<file path="config.mk">
export PLATFORM = sky130hd
export DESIGN_NAME = piso_mc
export DESIGN_NICKNAME = d
export VERILOG_FILES = /design/src/rtl/piso_mc_pkg.sv /design/src/rtl/piso_mc_lane.sv /design/src/rtl/piso_mc.sv
export SDC_FILE = /design/constraint.sdc
export NUM_CORES = 1
export LEC_CHECK = 0
export ABC_CLOCK_PERIOD_IN_PS = 1900
export CORE_UTILIZATION = 55
export CTS_CLUSTER_DIAMETER = 150
export DETAILED_ROUTE_END_ITERATION = 8
export GPL_TIMING_DRIVEN = 0
export HOLD_SLACK_MARGIN = 0.1
export PLACE_DENSITY_LB_ADDON = 0.08
export SKIP_LAST_GASP = 1
export SLEW_MARGIN = 30
export SYNTH_ARGS = -nofsm -noshare
export SYNTH_HDL_FRONTEND = slang
export SYNTH_HIERARCHICAL = 1
export SYNTH_SLANG_ARGS = --single-unit
</file>
<file path="constraint.sdc">
create_clock -name Sclk -period 1.9 [get_ports Sclk]
set_input_delay 0.285 -clock Sclk [delete_from_list [all_inputs] [get_ports Sclk]]
set_output_delay 0.285 -clock Sclk [all_outputs]
set_load 0.03 [all_outputs]
</file>
<file path="src/rtl/piso_mc_pkg.sv">
// Shared types and default sizing for the multi-channel PISO serialiser.
package piso_mc_pkg;

  localparam int unsigned DefaultWidth    = 40;
  localparam int unsigned DefaultChannels = 2;

  typedef enum logic {
    StIdle,
    StShift
  } state_e;

endpackage

</file>
<file path="src/rtl/piso_mc_lane.sv">
// One serial lane: parallel load, per-edge shift and a registered serial bit.
module piso_mc_lane
  import piso_mc_pkg::*;
#(
  parameter int unsigned WIDTH     = DefaultWidth,
  parameter int unsigned MSB_FIRST = 1
) (
  input  logic             clk,
  input  logic             clear,
  input  logic             load,
  input  logic             shift,
  input  logic [WIDTH-1:0] data,
  output logic             serial
);

  logic [WIDTH-1:0] sreg_q;
  logic             bit_q;

  // Load presents the first bit at once; shift presents the next; otherwise the line idles low.
  always_ff @(posedge clk) begin
    if (clear) begin
      sreg_q <= '0;
      bit_q  <= 1'b0;
    end else if (load) begin
      if (MSB_FIRST != 0) begin
        bit_q  <= data[WIDTH-1];
        sreg_q <= {data[WIDTH-2:0], 1'b0};
      end else begin
        bit_q  <= data[0];
        sreg_q <= {1'b0, data[WIDTH-1:1]};
      end
    end else if (shift) begin
      if (MSB_FIRST != 0) begin
        bit_q  <= sreg_q[WIDTH-1];
        sreg_q <= {sreg_q[WIDTH-2:0], 1'b0};
      end else begin
        bit_q  <= sreg_q[0];
        sreg_q <= {1'b0, sreg_q[WIDTH-1:1]};
      end
    end else begin
      bit_q <= 1'b0;
    end
  end

  assign serial = bit_q;

endmodule

</file>
<file path="src/rtl/piso_mc.sv">
// Multi-channel parallel-in/serial-out with a double-buffered holding word.
// Optional feature: define PISO_MC_OVERRUN_EN to enable sticky Overrun detection.
module piso_mc
  import piso_mc_pkg::*;
#(
  parameter int unsigned WIDTH     = DefaultWidth,
  parameter int unsigned CHANNELS  = DefaultChannels,
  parameter int unsigned MSB_FIRST = 1
) (
  input  logic                      Sclk,
  input  logic                      Clear,
  input  logic                      p2s_en,
  input  logic                      Frame,
  input  logic [CHANNELS*WIDTH-1:0] Shift_done,
  output logic [CHANNELS-1:0]       SerialOut,
  output logic                      OutReady,
  output logic                      Busy,
  output logic                      Overrun
);

  localparam int unsigned CntW = (WIDTH > 1) ? $clog2(WIDTH) : 1;
  localparam logic [CntW-1:0] CntLast = CntW'(WIDTH - 1);
  localparam logic [CntW-1:0] CntOne  = CntW'(1);

  state_e                    state_q;
  logic [CntW-1:0]           cnt_q;
  logic                      out_ready_q;
  logic [CHANNELS*WIDTH-1:0] hold_q;
  logic                      hold_v_q;
  logic                      start;
  logic                      shift_en;

  assign start    = (state_q == StIdle) && Frame && hold_v_q;
  assign shift_en = (state_q == StShift);

  // Control FSM: cnt_q holds the number of bits still to follow the one on the line.
  always_ff @(posedge Sclk) begin
    if (Clear) begin
      state_q     <= StIdle;
      cnt_q       <= '0;
      out_ready_q <= 1'b0;
    end else begin
      unique case (state_q)
        StIdle: begin
          if (start) begin
            state_q     <= StShift;
            cnt_q       <= CntLast;
            out_ready_q <= 1'b1;
          end else begin
            out_ready_q <= 1'b0;
          end
        end
        StShift: begin
          cnt_q       <= cnt_q - CntOne;
          out_ready_q <= 1'b1;
          // Leave SHIFT on the edge that puts the last bit out, so a restart needs no gap.
          if (cnt_q == CntOne) begin
            state_q <= StIdle;
          end
        end
        default: begin
          state_q     <= StIdle;
          out_ready_q <= 1'b0;
        end
      endcase
    end
  end

  // Holding buffer: a new load wins over the clear-on-transfer of the same edge.
  always_ff @(posedge Sclk) begin
    if (Clear) begin
      hold_q   <= '0;
      hold_v_q <= 1'b0;
    end else if (p2s_en) begin
      hold_q   <= Shift_done;
      hold_v_q <= 1'b1;
    end else if (start) begin
      hold_v_q <= 1'b0;
    end
  end

`ifdef PISO_MC_OVERRUN_EN
  logic overrun_q;

  // Sticky flag: a valid holding word was replaced before it was ever transferred.
  always_ff @(posedge Sclk) begin
    if (Clear) begin
      overrun_q <= 1'b0;
    end else if (p2s_en && hold_v_q && !start) begin
      overrun_q <= 1'b1;
    end
  end

  assign Overrun = overrun_q;
`else
  assign Overrun = 1'b0;
`endif

  for (genvar k = 0; k < CHANNELS; k++) begin : g_lane
    piso_mc_lane #(
      .WIDTH    (WIDTH),
      .MSB_FIRST(MSB_FIRST)
    ) u_lane (
      .clk   (Sclk),
      .clear (Clear),
      .load  (start),
      .shift (shift_en),
      .data  (hold_q[k*WIDTH +: WIDTH]),
      .serial(SerialOut[k])
    );
  end

  assign OutReady = out_ready_q;
  assign Busy     = (state_q == StShift);

endmodule

</file>
==> key figures <==
Pwr
  • Peak VDD IR: 0.000734 V
  • Lkg Pwr: 3.35 nW
  • Pwr/cell area: 966 mW/mm²
  • Pint: 0.00646 W
  • Switching share of power: 0.223
  • Register share of total power: 0.470
  • Logic pwr share: 0.113
  • P_sw: 0.00185 W
  • Final total power: 0.00831 W
  • Clk pwr share: 0.417

Final layout
  • ANT cells: 0
  • FILL cells: 925
  • Non-Filler Instances: 945
  • Syn-to-layout area delta: 25.1%
  • Share of post-route cells with drive strength above 1: 0.0849
  • Fin nets: 853
  • Design area: 0.00860 mm²

Drt
  • Via-to-Cell Ratio: 5.20
  • DRT Pass-1 Iters: 4
  • Initial DRC count: 192
  • Final WL: 13.9 mm
  • DRC Markers: 0
  • Via count: 4916
  • Post-route ant nets: 0
  • Routed len/inst: 14.8 µm

Place
  • DP Area: 0.00793 mm²
  • Final HPWL from detailed placement: 9.54 mm
  • Placed Instances: 912
  • Final Wtd Congestion: 0.762
  • IO buf count: 85
  • Post-Place Setup Slack: -0.470 ns

Setup path
  • Worst path required time: 1.62 ns
  • Crit path capture type: output pin
  • Type of origin of the critical path: flop
  • Worst R2R End: g_lane[1].u_lane/sreg_q[31]
  • Critical path cell sequence: clkdlybuf4s50_1
  • Crit path kind: reg -> out
  • Critical-path top delay cell: clkdlybuf4s50_1
  • CP delay by family, top: buffers and inverters
  • Critical path depth: 1
  • Reg2reg start: Busy
  • Crit. Startpoint: Busy
  • CP peak stage delay: 0.70 ns
  • Crit path buffers/inverters: 1
  • Arr. time, crit path: 1.52 ns
  • Critical Path End: Busy
  • Reg2reg path depth: 8
  • Crit Path Max Fanout: 4
  • Flop2flop setup slack: 0.09 ns

Clock tree
  • Hold_buf cts: 0
  • Worst-Skew Late Latency: 0.42 ns
  • H-tree depth: 4
  • CTS sink count: 169
  • Clock transition at path regs: 0.06 ns
  • CTS tree: built
  • Clk root buf: clkbuf_16
  • Longest Clk Path Bufs: 2
  • CTS Buf Count: 17

Timing
  • Setup-failing EPs final: 0
  • Fin Clk Skew: 0.00520 ns
  • Worst slew margin: 0.551
  • Slew at the pin closest to its max-slew limit: 0.673 ns
  • Worst Slack Setup Final: 0.0911 ns
  • Final hold violation count: 0
  • Max-slew violations: 0
  • Final Cycle Share: 0.952
  • Period minus WS final: 1.81 ns
  • Fmax: 553 MHz
  • Setup TNS: 0 ns

Floorplanning
  • Die Area: 0.0129 mm²
  • Initial Utilization: 0.567
  • Chip Height: 114 µm
  • Ports: 89
  • Core Footprint: 0.0121 mm²
  • Chip width: 114 µm
  • # rows: 40

Hold path
  • HP Class: in -> reg

Synth
  • Synthesis warning total: 6
  • Async SR Flop Fraction: 0
  • Cell count after synthesis: 659
  • Post-synthesis area per instance: 10.4 µm²
  • Synth cell types: 31
  • Flops & latches, synth: 169
  • Most used DFF post-synth: dfxtp_1
  • Mapped cell area: 0.00687 mm²
  • Post-synthesis sequential area ratio: 0.492
  • Number of flops mapped to enable cells by yosys: 0
  • Synthesized netlist net count: 745

Global routing
  • Grt ovf: 0
  • Largest net degree at the start of global routing: 17
  • First-pass GRT wire length: 23.4 mm
  • GRT Total Usage: 0.232
  • Vias in the first global route: 4992
  • Antenna violations before repair: 0

Run
  • Max-cap violations: 0

Status
  • Outcome: completed
==> state kept, by name (all words and copies together) (netlist names) <==
signal and cells:
hold_v_q 1, OutReady 1, g_lane.u_lane/sreg_q 78, cnt_q 6, Busy 1, g_lane.u_lane/serial 2
hold_q 80
==> power by group through the flow <==
stage	combinational (W)	sequential (W)	clock (W)
6_report	0.000936	0.00391	0.00346
5_1_grt	0.00103	0.00393	0.00370
4_1_cts	0.000933	0.00391	0.00352
3_5_place_dp	0.000914	0.00398	0
3_3_place_gp	0.000885	0.00397	0
2_1_floorplan	0.000610	0.00395	0
==> metal layers <==
metal / up-vias / global-route usage / wire (µm)
li1: 2519 / - / -
met1: 2300 / 0.269 / 6210
met2: 78 / 0.406 / 6950
met3: 19 / 0.0521 / 482
met4: 0 / 0.107 / 294
met5: - / 0 / 0
==> cells in the final DEF (no fill, tap or decap), types with 2 or more instances in the layout <==
cell type	instances
clkbuf_16	17
nor3_1	2
clkbuf_4	3
nor2_1	85
nand3b_1	3
a21oi_1	7
dfxtp_1	168
a211oi_1	74
buf_2	8
clkbuf_2	2
clkbuf_1	29
ha_1	2
nor2b_1	76
clkinv_2	3
nand2_1	5
a211oi_2	4
clkdlybuf4s50_1	85
inv_1	4
clkinvlp_4	2
mux2i_1	156
buf_4	11
bufinv_16	4
buf_6	8
or3b_1	2
==> cells by family (layout without fill, tap and decap cells) <==
| kind of cell | count (synthesis) | in the layout | share of synthesized area |
|---|---|---|---|
| AND/OR/NAND/NOR | 183 | 183 | 0.136 |
| adder cells (fa/ha/maj) | 2 | 2 | 0.00364 |
| flip-flops | 169 | 169 | 0.492 |
| buffers and inverters | 60 | 178 | 0.0457 |
| AO/OA/AOI/OAI | 88 | 88 | 0.0941 |
| multiplexers | 156 | 156 | 0.227 |
| other | 1 | 1 | 0.000546 |
==> metrics by stage <==
| step | hold slack, ns | utilization |
|---|---|---|
| after floorplan | 0.432 | - |
| after global placement | 0.456 | 0.655 |
| after detailed placement | 0.472 | 0.655 |
| after CTS | 0.253 | 0.706 |
| after global routing | 0.330 | 0.710 |
| final | 0.297 | 0.710 |
==> Yosys cell counts, types with 2 or more instances <==
| cell | count | share of area |
|---|---|---|
| mux2i_1 | 156 | 0.23 |
| a21oi_1 | 7 | 0.0051 |
| nor2b_1 | 76 | 0.069 |
| nor2_1 | 85 | 0.046 |
| inv_1 | 5 | 0.0027 |
| clkbuf_1 | 28 | 0.015 |
| buf_6 | 7 | 0.011 |
| nor3_1 | 2 | 0.0015 |
| buf_4 | 5 | 0.0055 |
| buf_2 | 14 | 0.010 |
| nand2_1 | 5 | 0.0027 |
| or3b_1 | 2 | 0.0025 |
| a211oi_1 | 78 | 0.085 |
| dfxtp_1 | 169 | 0.49 |
| nand3b_1 | 3 | 0.0033 |
| ha_1 | 2 | 0.0036 |
==> layout make-up <==
| cell class | count | area [µm²] | area share |
|---|---|---|---|
| inverter | 5 | 22.5 | 0.00262 |
| tap | 168 | 210 | 0.0245 |
| multi-input combinational | 430 | 3190 | 0.372 |
| timing repair buffer | 89 | 885 | 0.103 |
| clock buffer | 20 | 437 | 0.0508 |
| buffer | 55 | 313 | 0.0364 |
| clock inverter | 9 | 151 | 0.0176 |
| sequential | 169 | 3380 | 0.394 |
==> timing repair <==
action,CTS,global route
gates resized for setup,4,14
setup buffers,3,1
endpoints found under the setup margin,81,40
==> worst min-delay path by stage <==
stage / slack, ns / startpoint / to / cells past startpoint
global placement: 0.46 / hold_q[79] / g_lane[1].u_lane/serial / 2
CTS: 0.25 / Clear / g_lane[0].u_lane/serial / 2
finish: 0.30 / Clear / g_lane[1].u_lane/sreg_q[1] / 2
floorplan: 0.43 / Shift_done[0] / hold_q[0] / 2
detailed placement: 0.47 / hold_q[79] / g_lane[1].u_lane/serial / 2
global route: 0.33 / Clear / g_lane[1].u_lane/serial / 2
Power figures use the tool's default switching activity.
